==> src/rtl/match_game_ctrl.sv <==
// Round sequencer for the switch-matching game: owns the level, shows the
// target pattern on LEDR, runs a BCD seconds timer and decides WIN/FAIL.
// Every output comes straight from a register; registered outputs are
// computed from the next state so they line up with the state register.
module match_game_ctrl #(
  parameter int TICK_DIV    = 50000000,
  parameter int TIME_LIMIT  = 30,
  parameter int NUM_LEVELS  = 4,
  parameter int HOLD_CYCLES = 1024
) (
  input  logic        CLOCK_50,
  input  logic        reset,
  input  logic        start,
  input  logic        pause,
  input  logic [13:0] sw,
  output logic [13:0] pattern_led,
  output logic        go_led,
  output logic [1:0]  level,
  output logic [3:0]  secs_ones,
  output logic [3:0]  secs_tens,
  output logic [2:0]  state,
  output logic        win,
  output logic        fail
);

  localparam int PW = (TICK_DIV > 2) ? $clog2(TICK_DIV) : 1;

  typedef enum logic [2:0] {
    S_IDLE  = 3'd0,
    S_ARM   = 3'd1,
    S_PLAY  = 3'd2,
    S_CLEAR = 3'd3,
    S_WIN   = 3'd4,
    S_FAIL  = 3'd5
  } state_t;

  state_t      state_q, state_d;
  logic [1:0]  level_q, level_d;
  logic [3:0]  ones_q, ones_d;
  logic [3:0]  tens_q, tens_d;
  logic [PW-1:0] presc_q, presc_d;
  logic [15:0] hold_q, hold_d;
  logic [13:0] pattern_q, pattern_d;
  logic        go_q, go_d;
  logic        win_q, win_d;
  logic        fail_q, fail_d;

  logic        match;
  logic        hold_done;
  logic        timeout;
  logic [6:0]  secs_val;

  // Target pattern per level.
  function automatic logic [13:0] pattern_of(input logic [1:0] lv);
    logic [13:0] p;
    case (lv)
      2'd0:    p = 14'h0011;
      2'd1:    p = 14'h0C30;
      2'd2:    p = 14'h2A55;
      default: p = 14'h3FFF;
    endcase
    return p;
  endfunction

  // Next-state, timer, hold counter and registered-output decode.
  always_comb begin
    state_d   = state_q;
    level_d   = level_q;
    ones_d    = ones_q;
    tens_d    = tens_q;
    presc_d   = presc_q;
    hold_d    = hold_q;
    pattern_d = 14'h0000;
    go_d      = 1'b0;
    win_d     = 1'b0;
    fail_d    = 1'b0;

    match     = (sw == pattern_of(level_q));
    hold_done = match && (hold_q == 16'(HOLD_CYCLES - 1));
    secs_val  = 7'(tens_q) * 7'd10 + 7'(ones_q);
    timeout   = (secs_val == 7'(TIME_LIMIT));

    case (state_q)
      S_IDLE: begin
        if (start) begin
          state_d = S_ARM;
          level_d = 2'd0;
        end
      end
      S_ARM: begin
        // Wait for all switches down so a leftover match cannot fire instantly.
        if (sw == 14'h0000) state_d = S_PLAY;
      end
      S_PLAY: begin
        if (!pause) begin
          if (presc_q == PW'(TICK_DIV - 1)) begin
            presc_d = '0;
            if (ones_q == 4'd9) begin
              ones_d = 4'd0;
              tens_d = (tens_q == 4'd9) ? 4'd0 : tens_q + 4'd1;
            end else begin
              ones_d = ones_q + 4'd1;
            end
          end else begin
            presc_d = presc_q + PW'(1);
          end
        end
        // The hold counter ignores pause: a held match still completes.
        hold_d = match ? hold_q + 16'd1 : 16'd0;
        // A completing match beats a same-cycle timeout.
        if (hold_done)    state_d = S_CLEAR;
        else if (timeout) state_d = S_FAIL;
      end
      S_CLEAR: begin
        if (level_q == 2'(NUM_LEVELS - 1)) begin
          state_d = S_WIN;
        end else begin
          level_d = level_q + 2'd1;
          state_d = S_ARM;
        end
      end
      S_WIN, S_FAIL: begin
        if (start) begin
          state_d = S_ARM;
          level_d = 2'd0;
        end
      end
      default: state_d = S_IDLE;
    endcase

    // Anything entering or sitting in ARM starts the level from a clean timer.
    if (state_d == S_ARM) begin
      presc_d = '0;
      hold_d  = 16'd0;
      ones_d  = 4'd0;
      tens_d  = 4'd0;
    end

    case (state_d)
      S_ARM:   pattern_d = pattern_of(level_d);
      S_PLAY:  pattern_d = pattern_of(level_d) & ~sw;
      S_WIN:   pattern_d = 14'h3FFF;
      default: pattern_d = 14'h0000;
    endcase
    go_d   = (state_d == S_PLAY);
    win_d  = (state_d == S_WIN);
    fail_d = (state_d == S_FAIL);
  end

  // State and output registers with synchronous reset.
  always_ff @(posedge CLOCK_50) begin
    if (reset) begin
      state_q   <= S_IDLE;
      level_q   <= 2'd0;
      ones_q    <= 4'd0;
      tens_q    <= 4'd0;
      presc_q   <= '0;
      hold_q    <= 16'd0;
      pattern_q <= 14'h0000;
      go_q      <= 1'b0;
      win_q     <= 1'b0;
      fail_q    <= 1'b0;
    end else begin
      state_q   <= state_d;
      level_q   <= level_d;
      ones_q    <= ones_d;
      tens_q    <= tens_d;
      presc_q   <= presc_d;
      hold_q    <= hold_d;
      pattern_q <= pattern_d;
      go_q      <= go_d;
      win_q     <= win_d;
      fail_q    <= fail_d;
    end
  end

  assign pattern_led = pattern_q;
  assign go_led      = go_q;
  assign level       = level_q;
  assign secs_ones   = ones_q;
  assign secs_tens   = tens_q;
  assign state       = state_q;
  assign win         = win_q;
  assign fail        = fail_q;

endmodule

==> config.mk <==
export PLATFORM = sky130hd
export DESIGN_NAME = match_game_ctrl
export DESIGN_NICKNAME = d
export VERILOG_FILES = /design/src/rtl/match_game_ctrl.sv
export SDC_FILE = /design/constraint.sdc
export NUM_CORES = 1
export LEC_CHECK = 0
export ABC_CLOCK_PERIOD_IN_PS = 8200
export CORE_UTILIZATION = 65
export CTS_CLUSTER_SIZE = 24
export DETAILED_ROUTE_END_ITERATION = 10
export DONT_BUFFER_PORTS = 1
export HOLD_SLACK_MARGIN = 0.08
export PLACE_DENSITY_LB_ADDON = 0.3
export RECOVER_POWER = 50
export SETUP_SLACK_MARGIN = 0.05
export SLEW_MARGIN = 20
export SYNTH_ARGS = -nofsm -noshare
export SYNTH_HDL_FRONTEND = slang
export SYNTH_SLANG_ARGS = --single-unit
==> constraint.sdc <==
create_clock -name CLOCK_50 -period 8.2 [get_ports CLOCK_50]
set_input_delay 2.46 -clock CLOCK_50 [delete_from_list [all_inputs] [get_ports CLOCK_50]]
set_output_delay 2.46 -clock CLOCK_50 [all_outputs]
set_load 0.05 [all_outputs]
Yosys cells after proc, flatten, opt, wreduce, memory -nomap -nowiden
Index checks and enable logic that the tools add are counted.

Input port bits: 18. Word-level logic and storage cells: 67. Register bits after elaboration: 72. Output and inout port bits: 30.

Bitwise gates (word level): 3. Add/sub/neg operators: 6. Equality and inequality tests: 20. Multipliers: 1. Reductions and logical operators: 10. Muxes and demuxes: 17.

Operators with widths (count): $pmux 14 s3 (3); $add 26x1->26 const B (1); $eq 26x26->1 const B (1); $mux 26 (1); $add 16x1->16 const B (1); $eq 16x10->1 const B (1); $mux 16 (1); $mux 3 (5); $and 14x14->14 (1); $eq 14x14->1 (1); $logic_not 14->1 (1); $mux 14 (1); $not 14->14 (1); $eq 3x3->1 const B (4); $pmux 3 s4 (1); $eq 3x2->1 const B (3); $add 4x1->4 const B (2); $eq 4x4->1 const B (2); $mux 4 (2); $add 7x4->7 (1); $eq 7x5->1 const B (1); $eq 2x2->1 const B (3); $eq 3x1->1 const B (2); $mul 4x3->6 const B (1); other kinds (13) (16).

Depth between registers and ports, before layout
Gate-level depths: netlist of run 1.

Depth in word-level cells: 10. Mapped depth: 11. Depth with buffers taken out: 10.

Worst setup path after synthesis of run 1
Ideal clock, no wire load.

Path kind: input to register. Start: input port sw[2]. End: register presc_q[22]. Setup slack: 4.217 ns. Arrival time: 3.919 ns. Required time: 8.136 ns. Path buffers: 2. Stages on the path: 8. Setup time: 0.064 ns. Cells stage by stage: nor4_1 -> nand4_1 -> a21oi_1 -> o21ai_0 -> or2_1 -> buf_2 -> buf_4 -> nor2_1.

Word-level cells in the longest chain between the ends: 6. Elaborated cells between the ends (all ways): 8. Those cells by class: eq/ne: 2; mux: 3; reduce/logical: 3.

RTL lines: start, declared (RTL line 15) `input logic [13:0] sw,`; $eq 14x14->1 (RTL line 78) `match = (sw == pattern_of(level_q));`; $logic_and 1x1->1 (RTL line 79) `hold_done = match && (hold_q == 16'(HOLD_CYCLES - 1));`; $mux 3 (RTL line 111) `if (hold_done) state_d = S_CLEAR;`; $pmux 3 s4 (*) (RTL line 83) `case (state_q)`; $eq 3x1->1 (*); $reduce_or 2->1 (no source line) (*); end signal, assigned (RTL line 168) `presc_q <= presc_d;`; end, declared (RTL line 41) `logic [PW-1:0] presc_q, presc_d;`.

Every way passes the cells marked *; elsewhere a longest branch is shown, timed or not. A chain may end at the register's enable or synchronous reset.

Worst setup path in the final report of run 1
Start: input port start. End: register pattern_q[6], in the netlist pattern_led[6].

Word-level cells in the longest chain between the ends: 7. Elaborated cells between the ends (all ways): 14. Those cells by class: eq/ne: 5; mux: 7; bitwise: 1; reduce/logical: 1.

RTL lines: start, declared (RTL line 13) `input logic start,`; $mux 2 (RTL line 85, 123); $pmux 2 s2 (RTL line 83); $eq 2x2->1, or another cell as far along (RTL line 56) `case (lv)`; $pmux 14 s3 (RTL line 56); $mux 14 (RTL line 139) `case (state_d)`; $and 14x14->14 (RTL line 141) `S_PLAY: pattern_d = pattern_of(level_d) & ~sw;`; $pmux 14 s3 (*) (RTL line 139); end signal, assigned (RTL line 170) `pattern_q <= pattern_d;`; end, declared (RTL line 43) `logic [13:0] pattern_q, pattern_d;`.

Every way passes the cells marked *; elsewhere a longest branch is shown, timed or not. The select of a mux whose other input is x is not followed.

==> results of run 1 <==
cell type report:
type                       instances  share of cell area, %
sequential                        72                   37.1
multi-input combinational        333                   54.3
tap                               72                   2.32
timing repair buffer               2                  0.193
clock inverter                     4                   1.16
clock buffer                      12                   3.48
inverter                          15                   1.45
stage by stage:
| step | cell area (µm²) | hold slack (ps) | instances | power, µW | utilization [%] |
|---|---|---|---|---|---|
| after floorplan | 3690 | 444 | 438 | 383 | - |
| after global placement | 3710 | 453 | 494 | 385 | 67.8 |
| after detailed placement | 3710 | 474 | 494 | 385 | 67.8 |
| after CTS | 3890 | 484 | 510 | 649 | 71.1 |
| after global routing | 3880 | 525 | 510 | 665 | 70.9 |
| final | 3880 | 474 | 510 | 645 | 70.9 |
registers in the layout, indices dropped and copies added (netlist names):
| register | flops |
|---|---|
| pattern_led | 14 |
| state | 3 |
| presc_q | 26 |
| win | 1 |
| fail | 1 |
| secs_tens | 4 |
| go_led | 1 |
| hold_q | 16 |
| secs_ones | 4 |
| level | 2 |
power by group through the flow:
stage	registers, µW	clock network (µW)	logic [µW]
3_3_place_gp	365	0	19.9
3_5_place_dp	365	0	20.1
2_1_floorplan	364	0	19.2
6_report	357	267	20.0
4_1_cts	357	272	20.2
5_1_grt	357	286	22.1
layer usage:
metal / track usage [%] / up-vias
met3: 7.76 / 11
li1: - / 1531
met1: 33.8 / 1444
met5: 0 / -
met4: 11.7 / 0
met2: 45.4 / 84
worst paths after layout:
| check | cells after the start | slack [ps] | to |
|---|---|---|---|
| worst max-delay path | 7 | 3790 | pattern_led[6] |
| worst min-delay path | 2 | 470 | presc_q[1] |
| worst max register to register | 10 | 4440 | pattern_led[6] |
| worst min register to register | 2 | 470 | presc_q[1] |
synthesized netlist by cell type (all sizes together) (2+ instances only):
cell / n / area share, %
nand3: 16 / 2.2
o31ai: 2 / 0.41
dfxtp: 72 / 39
ha: 8 / 2.7
fa: 2 / 1.1
a21oi: 17 / 2.3
buf: 12 / 1.7
nor3: 15 / 2.0
xor2: 22 / 5.2
or3: 4 / 0.68
o21ai: 6 / 0.81
and3: 8 / 1.4
clkbuf: 6 / 0.61
nand4: 17 / 2.9
and4: 6 / 1.5
nor3b: 3 / 0.75
nor2: 79 / 8.0
inv: 15 / 1.5
nand2: 35 / 3.6
a31oi: 2 / 0.34
nor2b: 6 / 1.0
or4: 3 / 0.61
nor4: 8 / 2.1
or2: 3 / 0.51
nand4b: 3 / 0.71
mux2i: 4 / 1.1
nor4b: 4 / 1.5
nand2b: 3 / 0.51
and2: 5 / 0.85
xnor2: 23 / 5.5
a311oi: 11 / 2.6
o211ai: 3 / 0.61
critical path: stages:
cell and delay [ps]:
nor3b_1 40, nor2b_1 200, o21ai_0 200, clkbuf_1 490
inv_1 210, nor4_2 880, a311oi_1 120
cell families after synthesis:
group,share of synthesized area [%]
simple gates,31.8
buf+inv,3.86
xor+xnor,10.7
fa+ha+maj,3.80
compound gates,9.42
flops,39.1
mux,1.39
==> flow_metrics.py, run 1 <==
metrics = {
    "grt": {
        "grt_pass1_wl_mm": 13.2,
        "grt_max_degree": 24,
        "gr-total-overflow": 0,
        "antenna_found_initial": 0,
        "grt_usage_pct": 27.6,
        "grt_pass1_vias": 2971,
    },
    "cts": {
        "numCtsBuffers": 9,
        "clock_latency_ps": 350,
        "cts_htree_levels": 3,
        "cts_resized": 0,
        "clk_pin_slew_ps": 70,
        "cts_tree": "yes",
        "cts_sinks": 72,
        "cts_setup_buffers": 0,
        "cts_buffer_depth": 2,
        "cts_hold_buf": 0,
        "clockRootBuffer": "clkbuf_8",
    },
    "floorplanning": {
        "io-pin-count": 48,
        "dieHeight_um": 77.4,
        "coreArea_um2": 5470,
        "rows": 27,
        "die-area_um2": 5980,
        "start_util_pct": 67.4,
        "die_w_um": 77.4,
    },
    "yosys": {
        "yosysSeqAreaShare_pct": 39.1,
        "syn_area_um2": 3690,
        "avgSynthCellArea_um2": 8.43,
        "syn-num-nets": 466,
        "synth.distinct_cells": 58,
        "yosysWarnings": 0,
        "synth_edf_count": 0,
        "yosys_most_used_dff": "dfxtp_1",
        "synthArstFlopShare_pct": 0,
        "synth_seq_cells": 72,
        "postSynthCellCount": 438,
    },
    "sta": {
        "finClkSkew_ps": 7.52,
        "setup_viol": 0,
        "setup_ws_ps": 3790,
        "rsz0062_at_grt": "false",
        "timing.fmax_mhz": 227,
        "drv_slew": 0,
        "post-route-min-period_ps": 4410,
        "fin_crit_sh_pct": 53.8,
        "finalSetupTns_ps": 0,
        "hold_viol": 0,
        "tightestPinTransition_ps": 986,
        "slew_headroom_pct": 33.7,
    },
    "routing": {
        "drt-met1-wl_mm": 3.41,
        "wl_met3_um": 410,
        "top_layer": "met4",
        "route.vias.total": 3070,
        "wire_per_inst_um": 14.9,
        "dr.pass1.iters": 5,
        "wl_met2_mm": 3.64,
        "wl_mm": 7.59,
        "drc_errors": 0,
        "ant_nets": 0,
        "drtIter0Drc": 196,
        "viasPerCell": 6.02,
    },
    "worst_setup_path": {
        "cp.arrival_ps": 4600,
        "regToRegStartpoint": "secs_tens[1]",
        "cp-startpoint": "start",
        "required_ps": 8380,
        "path_class": "input port to register",
        "startpoint_type": "input port",
        "cp_max_fo": 13,
        "worstSetupEndpointType": "register",
    },
    "placement": {
        "port_buffers": 0,
        "dpl.hpwl_mm": 5.47,
        "dp_slack_ps": 3640,
        "routabilityCongestion": 0.957,
    },
    "final_layout": {
        "multiInputGateArea_um2": 2110,
        "fill_cells": 438,
        "drive_above_1_share_pct": 5.71,
        "ff_latch_area_um2": 1440,
        "area_delta_synth_final_pct": 5.19,
        "diodes": 0,
        "layout_commonest_cell": "nor2_1",
        "fin_nets": 461,
        "final_cell_mix": "nor2_1 (79), dfxtp_1 (72), nand2_1 (34)",
    },
    "power": {
        "p_comb_share_pct": 3.1,
        "swShare_pct": 23.1,
        "seqPwrFrac_pct": 55.4,
        "internal_power_uw": 496,
        "p_sw_uw": 149,
        "vdd_drop_max_mv": 0.116,
        "p_leak_uw": 0.00129,
        "power_density_nw_per_um2": 166,
        "power_frac_clock_pct": 41.5,
    },
    "worst_hold_path": {
        "hp-start": "presc_q[1]",
        "min_path_type": "register to register",
    },
    "status": {
        "status": "finished, final reports clean",
    },
    "run": {
        "maxCapViolCount": 0,
    },
}
Power figures use the tool's default switching activity.
==> run 2: changes to the inputs <==
Settings changed: ABC_CLOCK_PERIOD_IN_PS 8200 to 4000, CORE_UTILIZATION 65 to 57.
Clock period 8.2 ns to 4 ns, I/O delays scaled along.
==> flow_metrics.py, run 2 (synthesis gave the netlist of run 1 again) <==
metrics = {
    "worst_setup_path": {
        "slowest_delay_ps": 880,
        "cp.arrival_ps": 3710,
        "reg2reg_to": "hold_q[1]",
        "crit_cells": 7,
        "startpoint_type": "register",
        "required_ps": 4270,
        "cpMostUsedCell": "a21oi_1",
        "worstSetupEndpointType": "register",
        "regToRegStartpoint": "state[0]",
        "r2r_cells": 7,
        "path_cells": "clkbuf_1 -> mux2i_1 -> o22ai_1 -> a21oi_1 -> or2_0 -> nand3_1 -> a21oi_1",
        "path_buf_inv": 1,
        "path_class": "register to register",
        "cp_slowest_cell": "clkbuf_1",
        "cp-startpoint": "state[0]",
        "crit_family": "simple AND/OR/NAND/NOR gates",
        "endpoint": "hold_q[1]",
        "reg2reg_slack_ps": 560,
        "cp_max_fo": 16,
    },
    "grt": {
        "grt_pass1_vias": 2846,
        "grt_usage_pct": 23.5,
        "antenna_found_initial": 0,
        "gr-total-overflow": 0,
        "grt_max_degree": 24,
        "grt_pass1_wl_mm": 12.2,
        "top_usage_layer": "met2",
        "met1_usage_pct": 28.4,
        "grt_use_met2_pct": 38.8,
        "use_met3_pct": 8.57,
    },
    "final_layout": {
        "layout_commonest_cell": "nor2_1",
        "ff_latch_area_um2": 1440,
        "largest-register": "presc_q",
        "fin_nets": 467,
        "multiInputGateArea_um2": 2100,
        "largest_reg_flops": 26,
        "area_delta_synth_final_pct": 7.12,
        "drive_above_1_share_pct": 6.08,
        "final_cell_mix": "nor2_1 (79), dfxtp_1 (72), nand2_1 (35)",
        "fin_cells": 519,
        "fill_cells": 520,
        "diodes": 0,
    },
    "floorplanning": {
        "start_util_pct": 60.6,
        "rows": 28,
        "die-area_um2": 6800,
        "coreArea_um2": 6100,
        "die_w_um": 82.5,
        "dieHeight_um": 82.5,
        "io-pin-count": 48,
    },
    "cts": {
        "numCtsBuffers": 9,
        "cts_resized": 0,
        "clock_latency_ps": 350,
        "cts_tree": "yes",
        "cts_sinks": 72,
        "clockRootBuffer": "clkbuf_8",
        "cts_hold_buf": 0,
        "cts_buffer_depth": 2,
        "cts_setup_buffers": 0,
        "clk_pin_slew_ps": 80,
        "cts_htree_levels": 3,
    },
    "routing": {
        "dr.pass1.iters": 4,
        "wl_mm": 7.47,
        "viasPerCell": 5.92,
        "route.vias.total": 3075,
        "drtIter0Drc": 132,
        "wire_per_inst_um": 14.4,
        "drc_errors": 0,
        "ant_nets": 0,
    },
    "placement": {
        "placed_cells": 503,
        "dpl.hpwl_mm": 5.37,
        "routabilityCongestion": 0.866,
        "port_buffers": 0,
    },
    "sta": {
        "hold_viol": 0,
        "finalSetupTns_ps": 0,
        "finClkSkew_ps": 12.4,
        "setup_viol": 0,
        "slew_headroom_pct": 21.5,
        "rsz0062_at_grt": "false",
        "tightestPinTransition_ps": 1180,
        "post-route-min-period_ps": 3440,
        "hold_ws_ps": 481,
        "drv_slew": 0,
        "timing.fmax_mhz": 291,
        "fin_crit_sh_pct": 85.9,
    },
    "power": {
        "vdd_drop_max_mv": 0.356,
        "power_density_nw_per_um2": 355,
        "p_leak_uw": 0.00131,
    },
    "worst_hold_path": {
        "min_path_type": "register to register",
    },
    "status": {
        "status": "finished, final reports clean",
    },
    "run": {
        "maxCapViolCount": 0,
    },
}
## run 2: how the worst min path moves through the flow
stage | from | endpoint | slack (ps) | cells past startpoint
after floorplan | presc_q[1] | presc_q[1] | 440 | 2
after global placement | presc_q[1] | presc_q[1] | 460 | 2
after detailed placement | presc_q[1] | presc_q[1] | 470 | 2
after CTS | presc_q[1] | presc_q[1] | 480 | 2
after global routing | presc_q[0] | presc_q[0] | 520 | 2
final | presc_q[1] | presc_q[1] | 480 | 2
## run 2: routing by layer
layer  vias up  share of wire [%]
li1       1534                  -
met1      1434                 46
met2       100                 47
met3         7                6.5
met4         0               0.99
met5         -                  0
## run 2: layout make-up
type                       count  area share (%)
clock inverter                 6            2.34
sequential                    72            36.5
timing repair buffer           8           0.949
tap                           75            2.37
inverter                      15            1.42
multi-input combinational    333            53.2
clock buffer                  10            3.23
## run 2: power by group
part | switching (µW) | internal, µW
Clock | 276 | 354
Combinational | 35.9 | 13.6
Sequential | 6.95 | 719
## run 2: tightest hold or removal path, stage by stage, from the launching register on
cell and delay, ps:
dfxtp_1 320, nand2_1 60, a21oi_1 50
## run 2: per-stage QoR
step	instance area (µm²)	power, µW	worst slack [ps]	utilization (%)
2_1_floorplan	3690	785	1070	-
3_3_place_gp	3760	792	803	61.7
5_1_grt	3950	1450	315	64.9
6_report	3950	1410	562	64.9
4_1_cts	3980	1420	759	65.3
3_5_place_dp	3760	792	751	61.7
